[src/rtl/pipe_pkg.sv]
// Shared types and constants for the pipeline stage register slice.
// The state encoding doubles as the held-entry count.
package pipe_pkg;

  localparam int DROP_CNT_W = 8;

  typedef enum logic [1:0] {
    ST_EMPTY = 2'd0,
    ST_ONE   = 2'd1,
    ST_TWO   = 2'd2
  } pipe_state_e;

  // Saturating add of a 0-2 entry count onto the drop counter.
  function automatic logic [DROP_CNT_W-1:0] sat_add(input logic [DROP_CNT_W-1:0] a,
                                                    input logic [1:0]            b);
    logic [DROP_CNT_W:0] sum;
    sum = {1'b0, a} + {{(DROP_CNT_W-1){1'b0}}, b};
    return sum[DROP_CNT_W] ? '1 : sum[DROP_CNT_W-1:0];
  endfunction

endpackage

[src/rtl/pipe_slot.sv]
// One valid+ctrl+data holding register; clear (or reset) returns it to a bubble.
module pipe_slot
  import pipe_pkg::*;
#(
  parameter int              DATA_W      = 32,
  parameter int              CTRL_W      = 16,
  parameter logic [CTRL_W-1:0] CTRL_BUBBLE = '0
) (
  input  logic              clk,
  input  logic              Reset,
  input  logic              load,
  input  logic              clear,
  input  logic [CTRL_W-1:0] d_ctrl,
  input  logic [DATA_W-1:0] d_data,
  output logic              q_valid,
  output logic [CTRL_W-1:0] q_ctrl,
  output logic [DATA_W-1:0] q_data
);

  always_ff @(posedge clk) begin
    if (Reset || clear) begin
      q_valid <= 1'b0;
      q_ctrl  <= CTRL_BUBBLE;
      q_data  <= '0;
    end else if (load) begin
      q_valid <= 1'b1;
      q_ctrl  <= d_ctrl;
      q_data  <= d_data;
    end
  end

endmodule

[src/rtl/pipe_stage_reg.sv]
// Valid/ready pipeline stage with optional skid entry, hold, flush and drop counter.
// Outputs come straight from the main slot flops.
module pipe_stage_reg
  import pipe_pkg::*;
#(
  parameter int                DATA_W      = 32,
  parameter int                CTRL_W      = 16,
  parameter int                SKID_EN     = 1,
  parameter logic [CTRL_W-1:0] CTRL_BUBBLE = '0
) (
  input  logic                  clk,
  input  logic                  Reset,
  input  logic                  in_valid,
  output logic                  in_ready,
  input  logic [CTRL_W-1:0]     in_ctrl,
  input  logic [DATA_W-1:0]     in_data,
  output logic                  out_valid,
  input  logic                  out_ready,
  output logic [CTRL_W-1:0]     out_ctrl,
  output logic [DATA_W-1:0]     out_data,
  input  logic                  hold,
  input  logic                  flush,
  output logic [1:0]            occupancy,
  output logic [DROP_CNT_W-1:0] drop_count
);

  pipe_state_e           state_q, state_d;
  logic                  rdy_q;
  logic                  push, pop;
  logic                  main_load, main_clear, main_from_skid;
  logic                  skid_load, skid_clear;
  logic                  skid_valid;
  logic [CTRL_W-1:0]     skid_ctrl, main_d_ctrl;
  logic [DATA_W-1:0]     skid_data, main_d_data;
  logic [DROP_CNT_W-1:0] drop_q;

  assign push = in_valid && in_ready;
  assign pop  = out_valid && out_ready && !hold;

  generate
    if (SKID_EN != 0) begin : g_skid
      assign in_ready = rdy_q && !Reset;
    end else begin : g_noskid
      assign in_ready = (!out_valid || (out_ready && !hold)) && !Reset;
    end
  endgenerate

  always_comb begin
    state_d        = state_q;
    main_load      = 1'b0;
    main_clear     = 1'b0;
    main_from_skid = 1'b0;
    skid_load      = 1'b0;
    skid_clear     = 1'b0;
    if (flush) begin
      state_d    = ST_EMPTY;
      main_clear = 1'b1;
      skid_clear = 1'b1;
    end else begin
      case (state_q)
        ST_EMPTY: if (push) begin
          state_d   = ST_ONE;
          main_load = 1'b1;
        end
        ST_ONE: begin
          if (push && pop) begin
            main_load = 1'b1;
          end else if (push) begin
            state_d   = ST_TWO;
            skid_load = 1'b1;
          end else if (pop) begin
            state_d    = ST_EMPTY;
            main_clear = 1'b1;
          end
        end
        ST_TWO: if (pop) begin
          state_d        = ST_ONE;
          main_load      = 1'b1;
          main_from_skid = 1'b1;
          skid_clear     = 1'b1;
        end
        default: begin
          state_d    = ST_EMPTY;
          main_clear = 1'b1;
          skid_clear = 1'b1;
        end
      endcase
    end
  end

  assign main_d_ctrl = main_from_skid ? skid_ctrl : in_ctrl;
  assign main_d_data = main_from_skid ? skid_data : in_data;

  // Registered ready: only the transition into TWO closes the input.
  always_ff @(posedge clk) begin
    if (Reset) begin
      state_q <= ST_EMPTY;
      rdy_q   <= 1'b1;
      drop_q  <= '0;
    end else begin
      state_q <= state_d;
      rdy_q   <= (state_d != ST_TWO);
      if (flush) drop_q <= sat_add(drop_q, occupancy);
    end
  end

  pipe_slot #(.DATA_W(DATA_W), .CTRL_W(CTRL_W), .CTRL_BUBBLE(CTRL_BUBBLE)) u_main (
    .clk     (clk),
    .Reset   (Reset),
    .load    (main_load),
    .clear   (main_clear),
    .d_ctrl  (main_d_ctrl),
    .d_data  (main_d_data),
    .q_valid (out_valid),
    .q_ctrl  (out_ctrl),
    .q_data  (out_data)
  );

  pipe_slot #(.DATA_W(DATA_W), .CTRL_W(CTRL_W), .CTRL_BUBBLE(CTRL_BUBBLE)) u_skid (
    .clk     (clk),
    .Reset   (Reset),
    .load    (skid_load),
    .clear   (skid_clear),
    .d_ctrl  (in_ctrl),
    .d_data  (in_data),
    .q_valid (skid_valid),
    .q_ctrl  (skid_ctrl),
    .q_data  (skid_data)
  );

  // Slot valid flops give the count directly: skid is only ever full behind main.
  assign occupancy  = {skid_valid, out_valid && !skid_valid};
  assign drop_count = drop_q;

endmodule

[config.mk]
export PLATFORM = sky130hd
export DESIGN_NAME = pipe_stage_reg
export DESIGN_NICKNAME = d
export VERILOG_FILES = /design/src/rtl/pipe_pkg.sv /design/src/rtl/pipe_slot.sv /design/src/rtl/pipe_stage_reg.sv
export SDC_FILE = /design/constraint.sdc
export NUM_CORES = 1
export LEC_CHECK = 0
export CORE_UTILIZATION = 30
export CTS_BUF_LIST = sky130_fd_sc_hd__clkbuf_4 sky130_fd_sc_hd__clkbuf_8 sky130_fd_sc_hd__clkbuf_16
export CTS_CLUSTER_DIAMETER = 50
export DETAILED_ROUTE_END_ITERATION = 7
export PLACE_DENSITY = 0.59
export SLEW_MARGIN = 20
export SYNTH_ARGS = -nofsm -noshare
export SYNTH_HDL_FRONTEND = slang
export SYNTH_SLANG_ARGS = --single-unit
[constraint.sdc]
create_clock -name clk -period 3 [get_ports clk]
set_input_delay 0.3 -clock clk [delete_from_list [all_inputs] [get_ports clk]]
set_output_delay 0.3 -clock clk [all_outputs]
set_load 0.01 [all_outputs]
# After elaboration in Yosys (flattened, before gate mapping)
# Cells that the tools add are included.
[totals]
regBits = 109
in_bits = 54
out_inout_bits = 60
word_cells = 53
[classes]
add_sub_neg = 1
eq_ne = 3
n_mux = 26
n_reduce_logical = 14
[ops]
columns = ["operator", "count"]
rows = [
  ["$mux 32", 1],
  ["$mux 16", 1],
  ["$mux 1", 13],
  ["$mux 2", 6],
  ["$add 8x2->9", 1],
  ["$mux 8", 1],
  ["$logic_and 1x1->1", 6],
  ["$pmux 2 s3", 1],
  ["$pmux 1 s2", 2],
  ["$reduce_or 2->1", 2],
  ["$logic_not 1->1", 3],
  ["$pmux 1 s3", 1],
  ["$eq 2x1->1 const B", 1],
  ["$eq 2x2->1 const B", 1],
  ["$logic_not 2->1", 1],
  ["$logic_or 1x1->1", 2],
  ["$ne 2x2->1 const B", 1],
]

# Depth between registers and ports, before layout
[depth]
ltp_word = 8
depth_mapped = 8
depth_no_buf = 8

# By module
# A second synthesis with hierarchy kept.
[hier_totals]
hier_cells = 452
area_unflattened_um2 = 4819.6
[by_module_without_submodules]
columns = ["module", "instances", "cells_per_inst", "area_per_inst_um2"]
rows = [
  ["pipe_slot", 2, 160, 1737.9],
  ["pipe_stage_reg", 1, 132, 1343.8],
]

# Worst setup path after synthesis
# Ideal clock, no wire load.
[synth_timing]
path_type = "register -> register"
start = "register u_main.q_valid"
end = "register drop_q[0] (netlist: drop_count[0])"
setup_time_ns = 0.071
t_arrival_ns = 2.047
required_time_ns = 2.929
slack_ns = 0.883
path_stages_with_launch = 8
path_buffers = 0
period_less_slack_ns = 2.117
cell_sequence = "dfxtp_1 -> nor2b_1 -> ha_1 -> inv_1 -> fa_1 -> nor3_1 -> nand4_1 -> a21oi_1"
[synth_between]
elab_chain_len = 3
[synth_rtl]
columns = ["item", "line_no", "source"]
rows = [
  ["start, declared", "pipe_slot.sv:15", "output logic q_valid,"],
  ["start signal, assigned", "pipe_slot.sv:22", "q_valid <= 1'b0;"],
  ["start signal, assigned", "pipe_slot.sv:26", "q_valid <= 1'b1;"],
  ["$logic_and 1x1->1", "pipe_stage_reg.sv:132", "assign occupancy = {skid_valid, out_valid && !skid_valid};"],
  ["via occupancy[0]", "pipe_stage_reg.sv:23", "output logic [1:0] occupancy,"],
  ["$add 8x2->9", "pipe_pkg.sv:17", "sum = {1'b0, a} + {{(DROP_CNT_W-1){1'b0}}, b};"],
  ["$mux 8", "pipe_pkg.sv:18", "return sum[DROP_CNT_W] ? '1 : sum[DROP_CNT_W-1:0];"],
  ["end signal, assigned", "pipe_stage_reg.sv:103", "if (flush) drop_q <= sat_add(drop_q, occupancy);"],
  ["end, declared", "pipe_stage_reg.sv:35", "logic [DROP_CNT_W-1:0] drop_q;"],
]
# The timed path passes the listed nets, and every way through them passes these cells.
# A chain may end at the register's enable or synchronous reset.

# Worst setup path after layout
[layout_timing]
start = "register u_main.q_valid"
end = "register drop_q[5] (netlist: drop_count[5])"
[layout_between]
elab_chain_len = 3
[layout_rtl]
columns = ["item", "line_no"]
rows = [
  ["$logic_and 1x1->1", "pipe_stage_reg.sv:132"],
  ["$add 8x2->9", "pipe_pkg.sv:17"],
  ["$mux 8", "pipe_pkg.sv:18"],
]
# No other way between the ends.

==> run_results.csv <==
group,metric,value,unit
critical_path,r2r_cells,7,
logic_synthesis,asyncSetResetFlopFracSynth,0,%
floorplanning,row_count,45,
placed_design,placed_cells,756,
grt,grt_max_degree,55,
final_layout,antenna_cells,0,
clocking,hold_buffers,0,
grt,grtUsageTotal,16.13,%
clocking,ctsResizeCount,0,
grt,grt_pass1_wl,20620,um
drt,drc,0,
min_path,holdCritPathClass,"reg -> reg",
critical_path,worstReg2RegStart,"u_main.q_valid",
logic_synthesis,postSynthCellCount,465,
timing,setup_viol,0,
clocking,clk_latency,0.36,ns
power,switching_share,23.29,%
critical_path,worstPathRequired,3.29,ns
timing,finClkSkew,0.005206,ns
critical_path,critPathLaunchType,"flop",
final_layout,final_common_cell,"clkdlybuf4s50_1",
logic_synthesis,syn_area_per_cell,10.38,um2
power,finalPower,0.002978,W
clocking,cts_max_path_buffers,2,
power,internal_power,0.002284,W
logic_synthesis,synth_edf_count,0,
clocking,clkTransAtPathRegs,0.07,ns
timing,worst_hold_slack,0.5001,ns
power,clkPwrFrac,40.5,%
final_layout,area_delta_synth_final,32.75,%
placed_design,dpl.hpwl,8307,um
grt,overflow,0,
timing,max_freq,421.7,MHz
floorplanning,ios,114,
critical_path,cpPeakStageDelay,0.49,ns
clocking,numCtsBuffers,9,
critical_path,crit_chain,"nor2b_1 > ha_1 > inv_1 > fa_1 > nor3_1 > nand4_1 > a21oi_1",
floorplanning,core,15430,um2
drt,first_iter_violations,230,
critical_path,cp_slowest_cell,"dfxtp_1",
drt,viasPerCell,5.251,
clocking,cts_root_buf,"clkbuf_16",
final_layout,drive_above_1_share,14.62,%
drt,dr_total_vias,4054,
final_layout,fin_nets,613,
outcome,outcome,"finished clean",
critical_path,r2r_end,"drop_count[5]",
drt,antenna_left,0,
clocking,cts_tree,"done",
floorplanning,dieArea,16590,um2
floorplanning,dieHeight,128.8,um
drt,first_pass_iters,4,
power,p_leak,2.502,nW
critical_path,critPathArrivalTime,2.67,ns
grt,antenna_found_initial,0,
clocking,postCtsSetupBuffers,0,
power,peakVddDrop,269.8,uV
floorplanning,start_util,31.27,%
grt,grt_pass1_vias,3907,
timing,rsz0062_at_grt,"no",
timing,post-route-period-util,79.04,%
logic_synthesis,synth-main-ff-cell,"dfxtp_1",
critical_path,crit_end,"drop_count[5]",
drt,routed_wl,12930,um
timing,drv_slew,0,
placed_design,port-buffer-count,113,
power,seq_power_share,49.6,%
critical_path,worstSetupEndpointType,"flop",
clocking,cts.sinks,109,
floorplanning,die_w,128.8,um
logic_synthesis,ys.warnings.count,0,
critical_path,reg2reg_slack,0.63,ns
timing,hold_viol,0,
placed_design,gp_congestion,0.8057,
critical_path,path_max_fanout,5,
power,p_comb_share,9.9,%
clocking,cts_max_level,3,
timing,tns,0,ns
critical_path,crit_type,"reg -> reg",
logic_synthesis,ys_types,38,
drt,avgRoutedWirePerCell,16.75,um
logic_synthesis,ys_seq_area_share,45.23,%
logic_synthesis,syn_nets,522,
logic_synthesis,synth_area,4825,um2
logic_synthesis,ys_seq_elements,109,
final_layout,fin_cells,772,
power,cellPowerDensity,464.9,nW/um2
timing,max_slew_margin,55.59,%
critical_path,critPathLaunch,"u_main.q_valid",
power,p_switching,0.0006934,W
timing,tightest_slew,0.6662,ns
final_layout,final_core_util,41.52,%
timing,post-route-min-period,2.371,ns
run,drv_cap,0,
final_layout,most-common-layout-cells,"clkdlybuf4s50_1 (113), dfxtp_1 (109), a211oi_1 (77), nor2_1 (55), mux2i_1 (50)",
## worst min-delay path by stage
stage          slack (ns)  depth (start not counted)           endpoint               from
5_1_grt              0.53                          2  u_skid.q_data[31]  u_skid.q_data[31]
2_1_floorplan        0.44                          2   u_skid.q_ctrl[0]         in_ctrl[0]
3_3_place_gp         0.48                          2  u_skid.q_ctrl[15]  u_skid.q_ctrl[15]
3_5_place_dp         0.49                          2   u_skid.q_data[1]   u_skid.q_data[1]
4_1_cts              0.51                          2   u_skid.q_data[1]   u_skid.q_data[1]
6_report             0.50                          2  u_skid.q_data[16]  u_skid.q_data[16]
## per-layer routing
| layer | global-route usage, % | wire length, um |
|---|---|---|
| met1 | 20.84 | 6001 |
| met2 | 25.98 | 6098 |
| met3 | 4.615 | 651 |
| met4 | 4.913 | 179 |
| met5 | 0 | 0 |
## metrics by stage
stage,worst slack (ns),instance area [um2]
3_5_place_dp,0.5289,6105
3_3_place_gp,0.6151,6105
5_1_grt,0.4012,6405
4_1_cts,0.6397,6405
2_1_floorplan,0.8829,4825
6_report,0.6289,6405
## area by class of cell
class | instances | area, um2
flip-flops and latches | 109 | 2182
inverters | 6 | 22.52
clock inverters | 6 | 61.31
multi-input cells | 302 | 2380
well taps | 211 | 264.0
repair buffers | 128 | 1256
fillers | 1539 | 9022
clock buffers | 10 | 239.0
## registers in the layout, indices dropped and copies added, names as in the netlist
register / count
u_skid.q_data: 32
state_q: 2
u_skid.q_valid: 1
rdy_q: 1
u_main.q_ctrl: 16
u_main.q_data: 32
u_skid.q_ctrl: 16
drop_count: 8
u_main.q_valid: 1
## cell usage after synthesis (3+ instances only)
library cell / number / area (um2)
a22oi_1: 28 / 210.2
inv_1: 4 / 15.01
dfxtp_1: 109 / 2182
nor2_1: 55 / 206.5
a211oi_1: 77 / 578.1
buf_4: 7 / 52.55
a22oi_2: 20 / 250.2
clkbuf_1: 15 / 56.30
mux2i_1: 50 / 500.5
nand2_1: 8 / 30.03
buf_6: 3 / 33.78
a21oi_1: 10 / 50.05
o21ai_0: 3 / 15.01
buf_2: 23 / 115.1
nor3_1: 4 / 20.02
a211oi_2: 20 / 250.2
## critical path, delay by kind of cell (launching register included)
| kind | cells | cell delay [ns] |
|---|---|---|
| adders and majority gates | 2 | 0.63 |
| and+or+nand+nor | 3 | 0.93 |
| buffers and inverters | 1 | 0.06 |
| DFF | 1 | 0.49 |
| AOI/OAI and AO/OA | 1 | 0.19 |
## power by group through the flow
stage | Sequential [W] | Combinational [W] | Clock [W]
floorplan | 0.00151 | 0.000138 | 0
global placement | 0.00151 | 0.000290 | 0
detailed placement | 0.00151 | 0.000296 | 0
CTS | 0.00148 | 0.000297 | 0.00125
global route | 0.00148 | 0.000318 | 0.00130
finish | 0.00148 | 0.000295 | 0.00120
## cell families after synthesis
kind of cell | synth area share, %
mux | 10.37
fa+ha+maj | 0.9335
xor+xnor | 0.3631
buf+inv | 5.809
flops | 45.23
simple gates | 7.833
compound gates | 29.46
No activity file was read; power rests on OpenSTA's default activity.
==> RTL edit 1: new RTL, config.mk and constraints unchanged <==
`DATA_W` is set to 32 in 2 places; all go to 64.
--- a/src/rtl/pipe_slot.sv
+++ b/src/rtl/pipe_slot.sv
@@ -2,7 +2,7 @@
 module pipe_slot
   import pipe_pkg::*;
 #(
-  parameter int              DATA_W      = 32,
+  parameter int              DATA_W      = 64,
   parameter int              CTRL_W      = 16,
   parameter logic [CTRL_W-1:0] CTRL_BUBBLE = '0
 ) (
--- a/src/rtl/pipe_stage_reg.sv
+++ b/src/rtl/pipe_stage_reg.sv
@@ -3,7 +3,7 @@
 module pipe_stage_reg
   import pipe_pkg::*;
 #(
-  parameter int                DATA_W      = 32,
+  parameter int                DATA_W      = 64,
   parameter int                CTRL_W      = 16,
   parameter int                SKID_EN     = 1,
   parameter logic [CTRL_W-1:0] CTRL_BUBBLE = '0
Interface: changed (resized in_data and out_data); port bits go from 114 to 178. No check against the original RTL was run, so the function may have changed too.
==> RTL edit 1 against the original RTL <==
Core utilization increased by 1.3 points; final area up 53%; non-clock buffer count is 65 higher; combinational power up 38%; worst setup slack gained 0.17 ns; sequential cell count up 64; total power grew 71%; wire length up 42%; area after synthesis rose by 47%; sequential power is 58% higher; sequential share of layout area increased by 1.2 points; critical path type unchanged; largest cell class is now registers.
==> RTL edit 1: results (changes against the original RTL) <==
cts:
  numCtsBuffers: 17  # +8
  clk_latency_ns: 0.42  # +0.06 ns
  htree_levels: 4  # +1
  clock_sinks: 173  # +59%
  post-cts-setup-buffers: 0  # unchanged
critical_path:
  ff2ff_path_depth: 8  # +1
  endpoint: "drop_count[3]$_SDFFE_PP0P_"
  slowest_delay_ns: 0.41  # -0.08 ns
  r2r-end: "drop_count[3]$_SDFFE_PP0P_"
  r2r_slack_ns: 0.80  # +0.17 ns
  cp.arrival_ns: 2.55  # -0.12 ns
timing:
  timing.slew.headroom_pct: 67.65  # +12 points
  fmax_mhz: 455.2  # +7.9%
placement:
  dp_cells: 1146  # +52%
  postPlaceCellArea_um2: 9190  # +51%
  dp_hpwl_um: 11700  # +41%
  dp_worst_setup_slack_ns: 0.6641  # +0.1351 ns
  gp_congestion: 0.7629  # -5.3%
  port_buffers: 177  # +57%
status:
  status: "completed"
power_and_ir_drop:
  combPwrFrac_pct: 8.0  # -1.9 points
  p_leak_nw: 3.832  # +53%
  ir_drop_v: 0.0003412  # +26%
  internal_power_w: 0.003968  # +74%
  seq_cell_power_w: 0.00234  # +58%
detailed_routing:
  dr.pass1.iters: 5  # +1
  vias_per_cell: 4.639  # -12%
  wl_um: 18420  # +42%
  wirelength_met1_um: 8729  # +45%
  wl_met3_um: 894  # +37%
  routed-wl-met2_um: 8568  # +41%
synthesis:
  synth_compound_area_share_pct: 23.06  # -6.4 points
  synth_commonest_cells: "dfxtp_1 (173), nor2_1 (88), inv_1 (85), mux2i_1 (81)"
  synth-xor-area-share_pct: 0.3712  # +0.0081 points
  yosysSeqAreaShare_pct: 48.92  # +3.7 points
  synth_nets: 782  # +50%
  ys_top_cells_by_area: "dfxtp_1 (49%), a211oi_2 (14%), mux2i_1 (11%), o22ai_1 (7.1%), nor2_1 (4.7%)"
  synth_area_per_cell_um2: 10.22  # -1.5%
  yosys.area_share.adder_pct: 0.6363  # -0.30 points
die:
  rows: 55  # +22%
layout:
  multi_input_area_um2: 3029  # +27%
  nMultiInputCombCells: 380  # +26%
  regArea_um2: 3463  # +59%
  clock_area_share_pct: 6.433  # +1.7 points
  n_all_inverters: 87  # +81
  fin_cells: 1178  # +53%
  fillers: 2227  # +45%
  final.clkbuf_count: 24  # +14
  nets: 941  # +54%
  biggestRegsByFlops: "u_main.q_data (64), u_skid.q_data (64)"
  final_layout_size_suffix_gt1_share_pct: 15.72  # +1.1 points
  fin_area_um2: 9822  # +53%
grt:
  globalRouteMet1Util_pct: 19.75  # -1.1 points
  grt_max_degree: 58  # +5.5%
  grt_usage_pct: 15.41  # -0.72 points
  use_met3_pct: 4.056  # -0.56 points
  grt_pass1_wl_um: 29170  # +41%
  grt_pass1_vias: 5439  # +39%
  gr-usage-met2_pct: 25.22  # -0.76 points
## RTL edit 1: cell types whose count changed after synthesis, sizes merged, moves of 16 or more
cell and delta:
inv +81, o22ai +80, dfxtp +64, a22oi -48, nor2 +32, mux2i +31
a211oi -16
## RTL edit 1: worst min path at each step
stage                                   start                              to  slack (ns)
6_report       u_main.q_data[61]$_SDFFE_PP0P_  u_main.q_data[61]$_SDFFE_PP0P_        0.46
4_1_cts        u_main.q_data[47]$_SDFFE_PP0P_  u_main.q_data[47]$_SDFFE_PP0P_        0.47
2_1_floorplan                      in_ctrl[0]   u_skid.q_ctrl[0]$_SDFFE_PP0P_        0.44
5_1_grt        u_main.q_data[39]$_SDFFE_PP0P_  u_main.q_data[39]$_SDFFE_PP0P_        0.48
3_5_place_dp   u_main.q_data[47]$_SDFFE_PP0P_  u_main.q_data[47]$_SDFFE_PP0P_        0.46
3_3_place_gp    u_main.q_ctrl[9]$_SDFFE_PP0P_   u_main.q_ctrl[9]$_SDFFE_PP0P_        0.45
==> RTL edit 2: new RTL, same settings <==
Without the edit above. Register the output `drop_count` once more, with the module's reset; this adds one clock of latency there. The other outputs are not delayed to match.
--- a/src/rtl/pipe_stage_reg.sv
+++ b/src/rtl/pipe_stage_reg.sv
@@ -130,7 +130,13 @@
 
   // Slot valid flops give the count directly: skid is only ever full behind main.
   assign occupancy  = {skid_valid, out_valid && !skid_valid};
-  assign drop_count = drop_q;
+  always_ff @(posedge clk) begin
+    if (Reset) begin
+      drop_count <= '0;
+    end else begin
+      drop_count <= drop_q;
+    end
+  end
 
 endmodule
 
Formal check against the unedited RTL: not equivalent (a bounded check fails within 4 cycles, from zero or initial values and one cycle with Reset high).
==> RTL edit 2 against the original RTL <==
Wire length increased by 3.8%; final area increased by 7.5%; total power increased by 26%; non-clock buffer count decreased by 3; first-iteration DRC count decreased by 4.3%; area after synthesis increased by 5.0%; largest cell class unchanged; count of clock-buffer cells in the layout increased by 13; critical path depth increased by 1; worst setup slack improved by 0.085 ns; clock skew increased by 0.0037 ns; sequential cell count increased by 8; synthesized cell count increased by 3.9%.
==> RTL edit 2: results (changes against the original RTL) <==
status:
  status: "completed"
placement:
  gp_congestion: 0.7793  # -3.3%
  dp_hpwl_um: 8503  # +2.4%
timing:
  whs_ns: 0.4938  # -0.006322 ns
  timing.slew.headroom_pct: 56.14  # +0.55 points
  finClkSkew_ns: 0.008937  # +0.003731 ns
synthesis:
  yosysUniqueCellTypes: 37  # -2.6%
  synth_commonest_cells: "dfxtp_1 (117), a211oi_1 (76), nor2_1 (53), mux2i_1 (50), a22oi_1 (28)"
  ys_top_cells_by_area: "dfxtp_1 (46%), a211oi_1 (11%), mux2i_1 (9.9%), a211oi_2 (4.9%), a22oi_2 (4.9%)"
layout:
  regArea_um2: 2342  # +7.3%
  nMultiInputCombCells: 311  # +3.0%
  nets: 635  # +3.6%
  multi_input_area_share_pct: 35.59  # -1.6 points
  final.clkbuf_count: 23  # +13
  clock_area_share_pct: 7.811  # +3.1 points
  fin_cells: 808  # +4.7%
  final-nonclk-buf-share_pct: 18.27  # -1.3 points
  buffers_excl_clock: 125  # -2.3%
cts:
  path_clk_slew_ns: 0.05  # -0.02 ns
  clk_latency_ns: 0.41  # +0.05 ns
  numCtsBuffers: 17  # +8
  clock_sinks: 117  # +7.3%
critical_path:
  r2r_slack_ns: 0.71  # +0.08 ns
  ff2ff_path_depth: 8  # +1
grt:
  grt_max_degree: 97  # +76%
  globalRouteMet1Util_pct: 20.19  # -0.65 points
  grt_pass1_wl_um: 22250  # +7.9%
  use_met3_pct: 5.075  # +0.46 points
detailed_routing:
  wl_met3_um: 664  # +2.0%
  wl_um: 13420  # +3.8%
  drt_iter0_markers: 220  # -4.3%
  wirelength_met1_um: 6065  # +1.1%
power_and_ir_drop:
  p_leak_nw: 2.701  # +8.0%
  ir_drop_v: 0.0004047  # +50%
RTL edit 2: report_power, final:
| group | leakage [nW] | total [W] | switching [W] | internal, W |
|---|---|---|---|---|
| Clock | 0.276 | 0.00186 | 0.000667 | 0.00119 |
| Combinational | 1.48 | 0.000299 | 0.000148 | 0.000151 |
| Sequential | 0.945 | 0.00159 | 0.0000131 | 0.00158 |
RTL edit 2: cell families after synthesis:
group           count (synthesis)  synth area share [%]
compound gates                165                 27.91
flops                         117                 46.23
buf+inv                        55                 6.100
fa+ha+maj                       3                0.8890
mux                            50                 9.879
simple gates                   91                 8.645
xor+xnor                        2                0.3458
RTL edit 2: worst max path at each step:
stage | start | endpoint | slack (ns) | depth (start not counted)
finish | u_main.q_valid$_SDFFE_PP0P_ | drop_q[3]$_SDFFE_PP0P_ | 0.71 | 8
global placement | Reset | u_main.q_data[22]$_SDFFE_PP0P_ | 0.47 | 5
CTS | u_main.q_valid$_SDFFE_PP0P_ | drop_q[3]$_SDFFE_PP0P_ | 0.73 | 8
detailed placement | Reset | u_main.q_data[4]$_SDFFE_PP0P_ | 0.37 | 5
global route | u_main.q_valid$_SDFFE_PP0P_ | drop_q[3]$_SDFFE_PP0P_ | 0.49 | 8
floorplan | u_main.q_valid$_SDFFE_PP0P_ | drop_q[0]$_SDFFE_PP0P_ | 0.90 | 8
RTL edit 2: worst register-to-register path: stages, from the launching register on:
cell and delay [ns]:
dfxtp_1 0.44, nor2b_1 0.22, ha_1 0.22, inv_1 0.07, fa_1 0.37, and3b_1 0.28
nor2b_1 0.25, nand2_1 0.19, a21oi_1 0.17
RTL edit 2: metrics by stage:
step,area (um^2),setup WS (ns)
floorplan,5066,0.8953
global placement,6344,0.4713
detailed placement,6344,0.3736
CTS,6882,0.7258
global route,6888,0.4886
finish,6888,0.7136
